## src/rtl/eth_phy_10g_link_ctrl.sv

```systemverilog
// 10G PHY RX link bring-up sequencer: serdes reset, lock/status
// qualification, holdoff debounce, bounded retries and link statistics.
module eth_phy_10g_link_ctrl #(
    parameter int LOCK_TIMEOUT   = 1024,
    parameter int STATUS_TIMEOUT = 4096,
    parameter int RESET_CYCLES   = 4,
    parameter int HOLDOFF_CYCLES = 16,
    parameter int MAX_RETRIES    = 7
) (
    input  logic        rx_clk,
    input  logic        rx_rst,
    input  logic        enable,
    input  logic        clear_counters,
    input  logic        rx_block_lock,
    input  logic        rx_high_ber,
    input  logic        rx_status,
    input  logic        rx_bad_block,
    output logic        serdes_rx_reset_req,
    output logic        link_up,
    output logic        link_fault,
    output logic [2:0]  state,
    output logic [3:0]  retry_count,
    output logic [15:0] reset_count,
    output logic [15:0] bad_block_count
);

    typedef enum logic [2:0] {
        IDLE        = 3'd0,
        RESET       = 3'd1,
        WAIT_LOCK   = 3'd2,
        WAIT_STATUS = 3'd3,
        HOLDOFF     = 3'd4,
        UP          = 3'd5,
        FAULT       = 3'd6
    } state_t;

    localparam logic [15:0] RST_LAST    = 16'(RESET_CYCLES - 1);
    localparam logic [15:0] LOCK_LAST   = 16'(LOCK_TIMEOUT - 1);
    localparam logic [15:0] STATUS_LAST = 16'(STATUS_TIMEOUT - 1);
    localparam logic [15:0] HOLD_LAST   = 16'(HOLDOFF_CYCLES - 1);
    localparam logic [3:0]  RETRY_MAX   = 4'(MAX_RETRIES);

    state_t      cur;
    state_t      nxt;
    logic [15:0] timer;
    logic [3:0]  retry_nxt;
    logic        retry;
    logic        status_ok;

    always_comb begin
        nxt       = cur;
        retry_nxt = retry_count;
        retry     = 1'b0;
        status_ok = rx_status && !rx_high_ber;
        if (!enable) begin
            nxt       = IDLE;
            retry_nxt = '0;
        end else begin
            case (cur)
                IDLE: nxt = RESET;
                RESET: begin
                    if (timer == RST_LAST) nxt = WAIT_LOCK;
                end
                WAIT_LOCK: begin
                    if (rx_block_lock) nxt = WAIT_STATUS;
                    else if (timer == LOCK_LAST) retry = 1'b1;
                end
                WAIT_STATUS: begin
                    if (!rx_block_lock) nxt = WAIT_LOCK;
                    else if (status_ok) nxt = HOLDOFF;
                    else if (timer == STATUS_LAST) retry = 1'b1;
                end
                HOLDOFF: begin
                    if (!status_ok) nxt = WAIT_STATUS;
                    else if (!rx_block_lock) nxt = WAIT_LOCK;
                    else if (timer == HOLD_LAST) begin
                        nxt       = UP;
                        retry_nxt = '0;
                    end
                end
                UP: begin
                    // Lost lock while up restarts the serdes without charging a retry
                    if (!rx_block_lock) nxt = RESET;
                    else if (!status_ok) nxt = WAIT_STATUS;
                end
                FAULT: nxt = FAULT;
                default: nxt = IDLE;
            endcase
            if (retry) begin
                if (retry_count == RETRY_MAX) begin
                    nxt = FAULT;
                end else begin
                    nxt       = RESET;
                    retry_nxt = retry_count + 4'd1;
                end
            end
        end
    end

    // Outputs are decoded from the next state so they align with the state register
    always_ff @(posedge rx_clk or posedge rx_rst) begin
        if (rx_rst) begin
            cur                 <= IDLE;
            timer               <= '0;
            retry_count         <= '0;
            reset_count         <= '0;
            bad_block_count     <= '0;
            serdes_rx_reset_req <= 1'b0;
            link_up             <= 1'b0;
            link_fault          <= 1'b0;
        end else begin
            cur                 <= nxt;
            timer               <= (nxt != cur) ? 16'd0 : timer + 16'd1;
            retry_count         <= retry_nxt;
            serdes_rx_reset_req <= (nxt == RESET);
            link_up             <= (nxt == UP);
            link_fault          <= (nxt == FAULT);
            if (clear_counters) begin
                reset_count     <= '0;
                bad_block_count <= '0;
            end else begin
                if (nxt == RESET && cur != RESET && reset_count != 16'hFFFF)
                    reset_count <= reset_count + 16'd1;
                if (cur == UP && rx_bad_block && bad_block_count != 16'hFFFF)
                    bad_block_count <= bad_block_count + 16'd1;
            end
        end
    end

    assign state = cur;

endmodule

```

## config.mk

```make
export PLATFORM = sky130hd
export DESIGN_NAME = eth_phy_10g_link_ctrl
export DESIGN_NICKNAME = d
export VERILOG_FILES = /design/src/rtl/eth_phy_10g_link_ctrl.sv
export SDC_FILE = /design/constraint.sdc
export NUM_CORES = 1
export LEC_CHECK = 0
export ABC_AREA = 1
export BUFFER_PORTS_ARGS = -buffer_cell sky130_fd_sc_hd__buf_2
export CORE_UTILIZATION = 40
export CTS_BUF_LIST = sky130_fd_sc_hd__clkbuf_4 sky130_fd_sc_hd__clkbuf_8 sky130_fd_sc_hd__clkbuf_16
export CTS_CLUSTER_DIAMETER = 80
export CTS_CLUSTER_SIZE = 8
export DETAILED_ROUTE_END_ITERATION = 10
export PLACE_DENSITY = 0.63
export SETUP_SLACK_MARGIN = 0.5
export SLEW_MARGIN = 20
export SYNTH_ARGS = -nofsm -noshare
export SYNTH_HDL_FRONTEND = slang
export SYNTH_SLANG_ARGS = --single-unit
```

## constraint.sdc

```tcl
create_clock -name rx_clk -period 5.6 [get_ports rx_clk]
set_input_delay 0.84 -clock rx_clk [delete_from_list [all_inputs] [get_ports rx_clk]]
set_output_delay 0.84 -clock rx_clk [all_outputs]
set_load 0.02 [all_outputs]
```

==> impl_metrics.toml, run 1 <==
[global_routing]
grt_antenna_before_repair = 0
grt_remaining_overflow = 0
grt_usage_pct = 17.36
grt_pass1_wl_um = 13180
via_count_of_the_first_global_routing_pass = 2893
largest_net_degree_at_the_start_of_global_routing = 59

[sta]
min_period_ps = 2541
setup-violations-final = 0
timing.clock.skew_ps = 8.617
max_freq_mhz = 393.6
final_max_slew_viol_count = 0
slew_headroom_pct = 51.05
setup-tns-final_ps = 0
final-hold-violation-count = 0
grt_setup_unrepaired = "false"
worst_pin_slew_ps = 734.2
portion_of_the_clock_cycle_consumed_by_the_worst_path_in_the_final_layout_pct = 45.37

[clock_tree]
cts_root_buffer_type = "clkbuf_8"
post_cts_resize_count = 0
cts_made_buffers = 9
post_cts_buffers = 0
clock_tree.buffer_depth = 2
clock_slew_at_the_register_clock_pins_of_the_worst_setup_and_hold_paths_ps = 70
hold_buffers = 0
clock_insertion_delay_at_the_later_pin_of_the_skew_report_ps = 350
h-tree-depth = 3
numClockSinks = 58
cts_tree = "built"

[floorplanning]
die-width_um = 96.67
floorplan.rows = 34
ios = 50
starting_utilization_of_the_core_area_pct = 41.31
floorplan.die_area_um2 = 9344
fp.dieH_um = 96.67
core_area_um2 = 8678

[route]
totalWireLength_um = 7597
wl_per_cell_um = 12.33
drtPass1Iterations = 4
avgViaCountPerCell = 5.008
drt-initial-drc-count = 127
route.antenna.remaining_nets = 0
drcViolationCount = 0
via_count = 3085

[cells_and_area]
num_antenna_cells = 0
filler_cell_count = 865
combined_area_of_the_multi_input_logic_cells_um2 = 1759
design.final.nets = 515
area_delta_synth_final_pct = 13.58
layout-drive-gt1-share_pct = 20.47
register_area_um2 = 1451

[logic_synthesis]
yosys.cell_count.top_type = "nand2_1"
yosys.area.top_type = "dfrtp_1"
synth_top_cell_area_share_pct = 40.49
syn_avg_cell_area_um2 = 7.948
synth.cells.most_frequent = "77 x nand2_1, 66 x inv_1, 58 x dfrtp_1"
netlist_instances = 451
synthesis.area_um2 = 3585
synth.area.top_cells = "dfrtp_1 40%, nand2_1 8.1%, inv_1 6.9%, nand3_1 5.7%, nor2_1 5.2%"
ys_dominant_reg_cell = "dfrtp_1"
ys_warn_count = 0
synth.yosys.seq_area_share_pct = 40.49
ys_seq_elements = 58
synth_enable_flop_cells = 0
synthesis.nets = 463
yosys.cell_types.count = 38
async_reset_ff_share_pct = 100.0

[hold_path]
holdCritPathClass = "reg -> reg"
hold_start = "timer[0]$_DFF_PP0_"
min_path_cells = 1
hold-path-endpoint = "timer[0]$_DFF_PP0_"

[power_and_ir_drop]
finalPower_mw = 0.9922
vdd.ir_drop.worst_uv = 102.5
power.leakage_nw = 2.049
power_per_cell_area_nw_per_um2 = 243.7

[setup_path]
r2r-end = "timer[1]$_DFF_PP0_"
worstPathMaxFanout = 16
cp.required_ps = 5810
cp_cell_sequence = "ha_1 -> nand3_4 -> nor2_4 -> nand3_2 -> o21ai_4 -> nand3_2 -> nand3_2 -> xor2_1 -> a21oi_2 -> nand2_2 -> nor2_1"
arrival_ps = 2750
critical_path.startpoint_type = "register"
critPathMaxStageDelay_ps = 500
cpMaxStageDelayCell = "nand2_2"
critical_path_class = "reg -> reg"
cpMostUsedCell = "nand3_2"
worst_reg_to_reg_setup_slack_ps = 3060
cp-end-kind = "register"
critical_path.top_delay_family = "simple AND/OR/NAND/NOR gates"
rr_worst_depth = 11
worst_r2r_startpoint = "timer[0]$_DFF_PP0_"
cp_num_buf_inv = 0

[outcome]
status = "finished clean"

[place]
gpl.final_weighted_congestion = 0.7858
dp_hpwl_um = 5392
buffer_ports.inserted = 49

[run]
max_cap_viol_count = 0
[worst max-delay path by stage]
stage                  startpoint             endpoint  slack, ps  cells past startpoint
2_1_floorplan       rx_block_lock   timer[9]$_DFF_PP0_       3300                     11
3_3_place_gp        rx_block_lock  timer[15]$_DFF_PP0_       2800                     11
3_5_place_dp        rx_block_lock   timer[1]$_DFF_PP0_       2700                     11
4_1_cts        timer[0]$_DFF_PP0_   timer[1]$_DFF_PP0_       3020                     11
5_1_grt        timer[0]$_DFF_PP0_   timer[1]$_DFF_PP0_       2820                     11
6_report       timer[0]$_DFF_PP0_   timer[1]$_DFF_PP0_       3060                     11
[per-layer routing]
metal	track usage (%)	share of wire (%)	vias to the layer above
met2	27.25	46	64
met5	0	0	-
met1	22.21	47	1435
met3	5.925	4.7	17
li1	-	-	1569
met4	6.200	1.9	0
[where the power goes]
group / total [mW] / internal, mW / switching (mW)
Clock: 0.399 / 0.217 / 0.182
Sequential: 0.450 / 0.434 / 0.0160
Combinational: 0.143 / 0.0352 / 0.107
[area by class of cell]
class	count	area share [%]
Clock buffer	10	3.380
Inverter	71	6.607
Timing Repair Buffer	50	6.208
Clock inverter	6	1.629
Tap cell	108	3.319
Sequential cell	58	35.65
Multi-Input combinational cell	313	43.21
[flip-flops by register name, summed over array words and instances, names as in the netlist]
name / flops
retry_count: 4
timer: 16
serdes_rx_reset_req: 1
state: 3
reset_count: 16
link_fault: 1
link_up: 1
bad_block_count: 16
[cells in the final DEF (no fill, tap or decap), types with 3 or more instances in the layout]
cell        instances
ha_1                4
nand3_2             5
nand2_2             7
nand3_1            41
xor2_1             17
buf_2              49
clkbuf_8           10
nor4_1              3
nand4_1            20
xnor2_1            10
nor3_1             15
inv_2               5
dfrtp_1            58
a21oi_1            17
o21ai_0            16
inv_1              65
clkinvlp_4          3
nor2_1             50
nor2_4             12
a211oi_1            3
nand2_1            77
[per-stage QoR]
step | worst slack (ps) | cells | hold slack, ps | instance area (um^2) | utilization (%)
floorplan | 3299 | 451 | 425.1 | 3585 | -
global placement | 2795 | 600 | 447.4 | 3867 | 44.56
detailed placement | 2697 | 600 | 451.8 | 3867 | 44.56
CTS | 3019 | 616 | 461.4 | 4071 | 46.91
global route | 2821 | 616 | 493.5 | 4071 | 46.91
finish | 3059 | 616 | 453.1 | 4071 | 46.91
[kinds of logic after synthesis]
logic type	synth area share, %
and+or+nand+nor	34.42
buffers and inverters	10.44
DFF	40.49
AOI/OAI and AO/OA	6.667
xor gates and xnor gates	6.597
adders and majority gates	1.396
No activity file was read; power rests on OpenSTA's default activity.
==> inputs of run 2 (changes only) <==
PLACE_DENSITY = 0.65   (was 0.63)
clock period = 2.2 ns   (was 5.6 ns; I/O delays follow)
==> run 2 against run 1 <==
Effect of this change: routed wire length increased by 9.5%; critical endpoint is now timer[7]$_DFF_PP0_; register-to-register slack worse by 3000 ps; final cell count up 5.7%; sequential power rose to 2.6 times the previous value; cell area rose by 17%; fmax rose by 21%; largest power group unchanged; largest cell class unchanged; critical path depth increased by 3; first-iteration DRC count shrank 19%; worst setup slack got worse by 3000 ps.
==> impl_metrics.toml, run 2 (synthesis results as in run 1) <==
[route]
drcViolationCount = 0
avgViaCountPerCell = 5.003
drt-initial-drc-count = 103
via_count = 3257
wl_per_cell_um = 12.78
route.antenna.remaining_nets = 0
totalWireLength_um = 8322
drtPass1Iterations = 4

[power_and_ir_drop]
power_frac_clock_pct = 37.6
vdd.ir_drop.worst_uv = 286.9
power_per_cell_area_nw_per_um2 = 586.6
swShare_pct = 28.71
internal_power_mw = 1.993
sequentialPowerShare_pct = 41.4
combPwrFrac_pct = 20.9
total_switching_power_mw = 0.8028
power.leakage_nw = 2.364

[sta]
setup-violations-final = 0
final-hold-violation-count = 0
final_max_slew_viol_count = 0
portion_of_the_clock_cycle_consumed_by_the_worst_path_in_the_final_layout_pct = 95.24
grt_setup_unrepaired = "true"
timing.clock.skew_ps = 10.50
max_freq_mhz = 477.2
min_period_ps = 2095
worst_pin_slew_ps = 572.8
slew_headroom_pct = 61.73

[cells_and_area]
layout-drive-gt1-share_pct = 35.54
final_core_util_pct = 54.93
area_delta_synth_final_pct = 32.98
num_antenna_cells = 0
layout_common_cells = "69 x nand2_1, 63 x inv_1, 51 x dfrtp_1"
post-route-cell-area_um2 = 4767
largest_registers_in_the_final_layout = "bad_block_count (16), reset_count (16), timer (16)"
filler_cell_count = 799
layout.cells.most_common = "nand2_1"
design.final.nets = 550

[floorplanning]
starting_utilization_of_the_core_area_pct = 41.31
die-width_um = 96.67
core_area_um2 = 8678
floorplan.rows = 34
floorplan.die_area_um2 = 9344
ios = 50
fp.dieH_um = 96.67

[global_routing]
grt_antenna_before_repair = 0
grt_usage_pct = 18.19
grt_pass1_wl_um = 13960
grt_remaining_overflow = 0
via_count_of_the_first_global_routing_pass = 3060
largest_net_degree_at_the_start_of_global_routing = 37

[place]
gpl.final_weighted_congestion = 0.8241
dp_hpwl_um = 5590
buffer_ports.inserted = 49
postPlaceCellArea_um2 = 4131

[setup_path]
cp_cell_sequence = "ha_4 -> nand3_4 -> nor2_4 -> nand3_4 -> o21ai_4 -> nand2_2 -> nand2_2 -> nand3_4 -> inv_4 -> nand2_2 -> a21oi_2 -> nand2_2 -> clkbuf_16 -> nor2_4"
critical_path_class = "reg -> reg"
cpMaxStageDelayCell = "dfrtp_1"
rr_worst_depth = 14
critPathMaxStageDelay_ps = 380
cp.required_ps = 2470
cp.depth = 14
cp-end-kind = "register"
cpMostUsedCell = "nand2_2"
critical_path.startpoint_type = "register"
critical_path.top_delay_family = "simple AND/OR/NAND/NOR gates"
cp_num_buf_inv = 2
arrival_ps = 2370
worstPathMaxFanout = 8

[clock_tree]
clock_slew_at_the_register_clock_pins_of_the_worst_setup_and_hold_paths_ps = 70
cts_root_buffer_type = "clkbuf_8"
cts_tree = "built"
numClockSinks = 58
h-tree-depth = 3
hold_buffers = 0
cts_made_buffers = 9
clock_insertion_delay_at_the_later_pin_of_the_skew_report_ps = 340
clock_tree.buffer_depth = 2

[run]
max_cap_viol_count = 0

[outcome]
status = "finished clean"

[hold_path]
holdCritPathClass = "in -> async"
==> run 2: cell count changes in the layout (fill, tap and decap cells not counted), sizes merged <==
cell	delta
clkinvlp	-2
inv	-2
clkbuf	+6
buf	+33
==> run 2: worst paths after layout <==
check / start / endpoint / slack [ps]
worst max-delay path: timer[0]$_DFF_PP0_ / timer[7]$_DFF_PP0_ / 100
worst min-delay path: rx_rst / bad_block_count[6]$_DFFE_PP0P_ / 50
worst max register to register: timer[0]$_DFF_PP0_ / timer[7]$_DFF_PP0_ / 100
worst min register to register: bad_block_count[9]$_DFFE_PP0P_ / bad_block_count[9]$_DFFE_PP0P_ / 520
max in group asynchronous: rx_rst / state[1]$_DFF_PP0_ / 1580
min in group rx_clk: clear_counters / bad_block_count[13]$_DFFE_PP0P_ / 260
==> run 2: power groups by stage <==
stage                     combinational, mW  sequential [mW]  clock [mW]
after floorplan                       0.323             1.19           0
after global placement                0.457             1.18           0
after detailed placement              0.463             1.18           0
after CTS                             0.491             1.16        1.08
after global routing                  0.643             1.16        1.13
final                                 0.586             1.16        1.05
==> run 2: layout make-up <==
type | count | area (um^2) | area share [%]
Multi-Input combinational cell | 313 | 2063 | 43.28
Sequential cell | 58 | 1460 | 30.63
Timing Repair Buffer | 85 | 620.6 | 13.02
Inverter | 71 | 272.8 | 5.722
Clock buffer | 14 | 180.2 | 3.780
Tap cell | 108 | 135.1 | 2.835
Clock inverter | 2 | 35.03 | 0.7349
==> run 2: through the flow <==
| stage | std cells | setup slack (ps) | power (mW) | TNS, ps | hold slack (ps) |
|---|---|---|---|---|---|
| 2_1_floorplan | 451 | 222.0 | 1.518 | 0 | 400.3 |
| 3_3_place_gp | 613 | 119.2 | 1.635 | 0 | 415.4 |
| 3_5_place_dp | 613 | 67.77 | 1.643 | 0 | 419.6 |
| 4_1_cts | 640 | 109.7 | 2.730 | 0 | 50.01 |
| 5_1_grt | 651 | -77.43 | 2.933 | -1608 | 86.28 |
| 6_report | 651 | 104.6 | 2.796 | 0 | 47.92 |
==> run 2: timing repair <==
item	in CTS	in global routing
pin swaps	6	25
cloned	0	2
gates resized for setup	11	41
setup buffers	11	9
endpoints found under the setup margin	44	55
==> run 2: routing by layer <==
layer | share of wire (%) | track usage (%)
met1 | 47 | 24.38
met4 | 0.91 | 5.511
met2 | 48 | 29.41
met3 | 4.4 | 3.974
met5 | 0 | 0
